`config.mk`:
```
export PLATFORM = sky130hd
export DESIGN_NAME = kong_sequencer
export DESIGN_NICKNAME = d
export VERILOG_FILES = /design/src/rtl/kong_pkg.sv /design/src/rtl/kong_tick_div.sv /design/src/rtl/kong_sequencer.sv
export SDC_FILE = /design/constraint.sdc
export NUM_CORES = 1
export LEC_CHECK = 0
export ABC_AREA = 1
export CORE_MARGIN = 3
export CORE_UTILIZATION = 54
export DETAILED_ROUTE_END_ITERATION = 10
export HOLD_SLACK_MARGIN = 0.06
export MAX_ROUTING_LAYER = met4
export PLACE_DENSITY = 0.88
export SETUP_SLACK_MARGIN = 0.02
export SLEW_MARGIN = 40
export SYNTH_ARGS = -nofsm -noshare
export SYNTH_HDL_FRONTEND = slang
export SYNTH_SLANG_ARGS = --single-unit
```
`constraint.sdc`:
```
create_clock -name clk -period 4.5 [get_ports clk]
set_input_delay 0.45 -clock clk [delete_from_list [all_inputs] [get_ports clk]]
set_output_delay 0.45 -clock clk [all_outputs]
set_load 0.03 [all_outputs]
```
`src/rtl/kong_pkg.sv`:
```
// Shared encodings and sprite defaults for the Kong controller.
// The game-state and animation encodings are visible on the top-level ports.
package kong_pkg;

  typedef enum logic [1:0] {
    ST_INITIAL = 2'd0,
    ST_PLAYING = 2'd1,
    ST_PAUSED  = 2'd2,
    ST_OVER    = 2'd3
  } game_state_e;

  typedef enum logic [1:0] {
    AN_NORMAL = 2'd0,
    AN_GET    = 2'd1,
    AN_HOLD   = 2'd2,
    AN_DROP   = 2'd3
  } anim_e;

  localparam int X_POS_DEF = 150;
  localparam int Y_POS_DEF = 150;

  function automatic int max4(input int a, input int b, input int c, input int d);
    int m;
    m = a;
    if (b > m) m = b;
    if (c > m) m = c;
    if (d > m) m = d;
    return m;
  endfunction

  function automatic anim_e next_anim(input anim_e a);
    case (a)
      AN_NORMAL: return AN_GET;
      AN_GET:    return AN_HOLD;
      AN_HOLD:   return AN_DROP;
      default:   return AN_NORMAL;
    endcase
  endfunction

endpackage

```
`src/rtl/kong_tick_div.sv`:
```
// Frame-tick prescaler: emits a one-cycle step on every TICK_DIV-th enabled tick.
// step_o is combinational so the sequencer acts on the same edge as the wrap.
module kong_tick_div #(
  parameter int TICK_DIV = 2
) (
  input  logic clk_i,
  input  logic rst_ni,
  input  logic clr_i,
  input  logic en_i,
  input  logic tick_i,
  output logic step_o
);

  localparam int CW = (TICK_DIV > 1) ? $clog2(TICK_DIV) : 1;
  localparam logic [CW-1:0] LAST = CW'(TICK_DIV - 1);

  logic [CW-1:0] cnt_q;
  logic          wrap;

  assign wrap   = (cnt_q == LAST);
  assign step_o = en_i && tick_i && wrap;

  always_ff @(posedge clk_i or negedge rst_ni) begin
    if (!rst_ni) begin
      cnt_q <= '0;
    end else if (clr_i) begin
      cnt_q <= '0;
    end else if (en_i && tick_i) begin
      cnt_q <= wrap ? '0 : cnt_q + CW'(1);
    end
  end

endmodule

```
`src/rtl/kong_sequencer.sv`:
```
// Kong controller: game-state FSM, throw-animation sequencer paced by frame ticks,
// timed game-over hold and the barrel-spawn request/acknowledge handshake.
module kong_sequencer
  import kong_pkg::*;
#(
  parameter int X_POS      = X_POS_DEF,
  parameter int Y_POS      = Y_POS_DEF,
  parameter int TICK_DIV   = 2,
  parameter int NORMAL_LEN = 5,
  parameter int GET_LEN    = 1,
  parameter int HOLD_LEN   = 1,
  parameter int DROP_LEN   = 1,
  parameter int OVER_TICKS = 120
) (
  input  logic       clk,
  input  logic       rst,
  input  logic       tick,
  input  logic       start,
  input  logic       pause,
  input  logic       over,
  input  logic       barrels_full,
  input  logic       barrel_ack,
  output logic [9:0] x,
  output logic [8:0] y,
  output logic [1:0] state,
  output logic [1:0] animation_state,
  output logic       barrel_req,
  output logic [7:0] throw_count
);

  localparam int MAX_LEN = max4(NORMAL_LEN, GET_LEN, HOLD_LEN, DROP_LEN);
  localparam int SW      = $clog2(MAX_LEN + 1);
  localparam int OW      = $clog2(OVER_TICKS + 1);
  localparam logic [OW-1:0] OVER_LAST = OW'(OVER_TICKS - 1);

  game_state_e   state_q;
  anim_e         anim_q;
  logic [SW-1:0] step_q;
  logic [OW-1:0] over_q;
  logic          req_q;
  logic [7:0]    throws_q;
  logic [7:0]    throws_d;
  logic [9:0]    x_q;
  logic [8:0]    y_q;

  logic          start_play;
  logic          play_en;
  logic          step;
  logic          phase_done;
  logic          ack_take;
  logic [SW-1:0] last_step;

  function automatic logic [SW-1:0] last_of(input anim_e a);
    case (a)
      AN_NORMAL: return SW'(NORMAL_LEN - 1);
      AN_GET:    return SW'(GET_LEN - 1);
      AN_HOLD:   return SW'(HOLD_LEN - 1);
      default:   return SW'(DROP_LEN - 1);
    endcase
  endfunction

  // Play only advances on edges where neither pause nor over is asserted.
  assign start_play = (state_q == ST_INITIAL) && start;
  assign play_en    = (state_q == ST_PLAYING) && !over && !pause;
  assign last_step  = last_of(anim_q);
  assign phase_done = step && (step_q == last_step);
  assign ack_take   = req_q && barrel_ack;
  assign throws_d   = (throws_q == 8'hFF) ? throws_q : throws_q + 8'd1;

  kong_tick_div #(
    .TICK_DIV (TICK_DIV)
  ) u_tick_div (
    .clk_i  (clk),
    .rst_ni (rst),
    .clr_i  (start_play),
    .en_i   (play_en),
    .tick_i (tick),
    .step_o (step)
  );

  always_ff @(posedge clk or negedge rst) begin
    if (!rst) begin
      state_q  <= ST_INITIAL;
      anim_q   <= AN_NORMAL;
      step_q   <= '0;
      over_q   <= '0;
      req_q    <= 1'b0;
      throws_q <= '0;
      x_q      <= 10'(X_POS);
      y_q      <= 9'(Y_POS);
    end else begin
      x_q <= 10'(X_POS);
      y_q <= 9'(Y_POS);

      // The handshake is serviced in every state, including PAUSED.
      if (ack_take) begin
        req_q    <= 1'b0;
        throws_q <= throws_d;
      end

      case (state_q)
        ST_INITIAL: begin
          if (start) begin
            state_q  <= ST_PLAYING;
            anim_q   <= AN_NORMAL;
            step_q   <= '0;
            req_q    <= 1'b0;
            throws_q <= '0;
          end
        end

        ST_PLAYING: begin
          if (over) begin
            state_q <= ST_OVER;
            anim_q  <= AN_NORMAL;
            step_q  <= '0;
            req_q   <= 1'b0;
            over_q  <= '0;
          end else if (pause) begin
            state_q <= ST_PAUSED;
          end else if (step) begin
            if (!phase_done) begin
              step_q <= step_q + SW'(1);
            end else begin
              // Gated phases keep the counter parked on the last step so every
              // later step re-evaluates the gate.
              case (anim_q)
                AN_HOLD: begin
                  if (!barrels_full) begin
                    anim_q <= AN_DROP;
                    step_q <= '0;
                    req_q  <= 1'b1;
                  end
                end
                AN_DROP: begin
                  if (!req_q) begin
                    anim_q <= AN_NORMAL;
                    step_q <= '0;
                  end
                end
                default: begin
                  anim_q <= next_anim(anim_q);
                  step_q <= '0;
                end
              endcase
            end
          end
        end

        ST_PAUSED: begin
          if (over) begin
            state_q <= ST_OVER;
            anim_q  <= AN_NORMAL;
            step_q  <= '0;
            req_q   <= 1'b0;
            over_q  <= '0;
          end else if (!pause) begin
            state_q <= ST_PLAYING;
          end
        end

        default: begin
          if (tick) begin
            if (over_q == OVER_LAST) begin
              state_q <= ST_INITIAL;
              over_q  <= '0;
            end else begin
              over_q <= over_q + OW'(1);
            end
          end
        end
      endcase
    end
  end

  assign x               = x_q;
  assign y               = y_q;
  assign state           = state_q;
  assign animation_state = anim_q;
  assign barrel_req      = req_q;
  assign throw_count     = throws_q;

endmodule

```
==> impl_results.md <==
* PostCTS Resize Cnt at 0
* Chip Height at 63.06 um
* Final non-filler cell area at 1974 um2
* # H-tree levels at 1
* Final ANT Viol Nets at 0
* Synth Flop Type: dfrtp_1
* Port buffer count at 20
* Crit-path max cell delay at 710 ps
* Time the worst path needs with I/O delays and setup at 1956 ps
* GRT Total Usage at 0.1878
* Worst path slowest cell: clkdlybuf4s50_1
* Maximum clock insertion buffer count at 2
* CP bufs+invs at 1
* Die ar. at 3976 um2
* Clk slew on worst S/H paths at 140 ps
* Post-synth ARST share at 1.000
* Vias at 1,519
* Setup bufs post-CTS at 0
* Clock Latency Late Sink at 320 ps
* Slew @ Worst Pin at 522.0 ps
* FP Rows at 20
* Worst Setup End Kind: output pin
* Synth warnings at 0
* RePlAce Congestion at 0.8831
* I/O Pins at 40
* Final HPWL DP at 2.554 mm
* Fraction of layout cells with a size suffix above 1 at 0.05639
* TritonCTS clock tree: yes
* Comb pwr share at 0.511
* Critical Path RT at 4050 ps
* Crit path kind: reg -> out
* Most common cell in the netlist: nand2_1
* PwrDens at 482.6 nW/um2
* Routed WL per cell at 10.76 um
* Post-synthesis sequential area ratio at 0.3416
* Cts hold-fix bufs at 0
* Die width at 63.06 um
* Setup TNS at 0 ps
* Worst EP arrival at 1510 ps
* Top cells by area, synth: dfrtp_1 (34%), nand2_1 (11%), ha_1 (9.3%)
* Initial DRC count at 116
* Yosys reg bits at 24
* Peak supply drop at 0.3475 mV
* CTS buffer count at 3
* Hold Fails Final Rpt at 0
* Clk sinks at 24
* EDFF count, synth at 0
* Sw Share at 0.4620
* # fillers at 293
* Final Skew at 7.825 ps
* Worst-path fanout max at 7
* Outcome: complete, no violations
* Synthesized instance count at 245
* Max-cap viol count at 0
* Syn Area/Cell at 7.175 um2
* Max-slew violations at 0
* Tcrit/Tclk final at 0.4347
* RSZ-0062 raised after global routing: no
* Clock power share at 0.166
* First-pass detailed-route iteration total at 4
* Sequential Area at 600.6 um2
* P_sw at 0.4402 mW
* Cells along the critical path: clkdlybuf4s50_1
* Area Overhead vs Synth at 12.31%
* Endpoints failing setup at 0
* Synthesized area at 1758 um2
* Most frequent cells after synthesis: nand2_1 (52), inv_1 (37), dfrtp_1 (24)
* CTS root buf: clkbuf_4
* Starting Density at 0.5711
* Largest net degree at the start of global routing at 25
* DP Area at 1922 um2
* Family with the most delay on the worst path: buffers and inverters
* Library cells used by synthesis at 23
* Crit start category: flop
* Core box area at 3078 um2
* Via-to-Cell Ratio at 4.900
* Final wirelength at 3.337 mm
* Seq pwr share at 0.323
* Post-synth top area share at 0.3416
* Cell taking the most area after synthesis: dfrtp_1
* Nets@finish at 288
* Ant. Diodes at 0
* Pleak at 0.9737 nW
* Worst slew margin at 0.6520
* P_int at 0.5126 mW
* DRC Markers at 0
* Fin util at 0.6415
* Total gr overflow at 0
* First-pass GRT wire length at 5.954 mm
* Initial antenna violation count at 0
* Max Freq at 0.5112 GHz
* Hold WC Path Type: in -> async
* Vias in the first global route at 1,442
* Multi-input logic area at 924.6 um2
-- cell usage in the layout, fill, tap and decap left out, drive strengths merged, types with 13 or more instances in the layout --
cell,count
a21oi,13
clkdlybuf4s50,19
conb,19
dfrtp,24
ha,13
inv,39
nand2,54
nand3,18
nor2,23
o21ai,19
-- cell type report --
cell class / instances / area share
clock inverter: 1 / 0.01521
clock buffer: 3 / 0.01141
sequential: 24 / 0.3042
tap: 44 / 0.02788
multi-input combinational: 179 / 0.4683
timing repair buffer: 20 / 0.09886
inverter: 39 / 0.07414
-- power groups by stage --
stage	Sequential [mW]	Combinational [mW]	Clock [mW]
2_1_floorplan	0.329	0.362	0
5_1_grt	0.318	0.553	0.171
3_5_place_dp	0.312	0.476	0
6_report	0.308	0.487	0.158
3_3_place_gp	0.310	0.470	0
4_1_cts	0.308	0.482	0.163
-- flip-flops by register name, indices dropped and copies added, names as in the netlist --
name	flops
state	2
step_q	3
u_tick_div.cnt_q	1
animation_state	2
throw_count	8
over_q	7
barrel_req	1
-- metrics by stage --
stage / std cells / setup WS (ps) / hold WS, ps / total power [mW]
2_1_floorplan: 262 / 2712 / 154.4 / 0.6911
6_report: 310 / 2544 / 75.63 / 0.9528
3_3_place_gp: 306 / 2597 / 470.7 / 0.7801
3_5_place_dp: 306 / 2590 / 461.6 / 0.7880
4_1_cts: 310 / 2525 / 91.38 / 0.9535
5_1_grt: 310 / 2470 / 98.32 / 1.043
-- worst paths after layout --
check                      slack (ps)  depth (start not counted)                       end                   from
hold reg to reg                   510                          2     over_q[5]$_DFFE_PN0P_  over_q[5]$_DFFE_PN0P_
max in group asynchronous        4070                          1      state[0]$_DFFE_PN0P_                    rst
setup / recovery                 2540                          1                  state[0]   state[0]$_DFFE_PN0P_
setup reg to reg                 2730                          9     step_q[0]$_DFFE_PN0P_   state[1]$_DFFE_PN0P_
hold / removal                     80                          1  throw_count[5]$_DFF_PN0_                    rst
min in group clk                  510                          2     over_q[5]$_DFFE_PN0P_  over_q[5]$_DFFE_PN0P_
-- logic make-up after synthesis --
kind of cell | synth area share
simple gates | 0.2683
buf+inv | 0.1687
compound gates | 0.1146
flops | 0.3416
fa+ha+maj | 0.09253
xor+xnor | 0.009966
other cells | 0.004272
-- routing by layer --
layer / vias to the layer above / part of all wire / track usage
met3: 4 / 0.066 / 0.02317
met5: - / 0 / -
met2: 56 / 0.46 / 0.2951
met4: 0 / 0.010 / 0.07438
met1: 674 / 0.47 / 0.2469
li1: 785 / - / -
(Power assumes the default switching activity.)
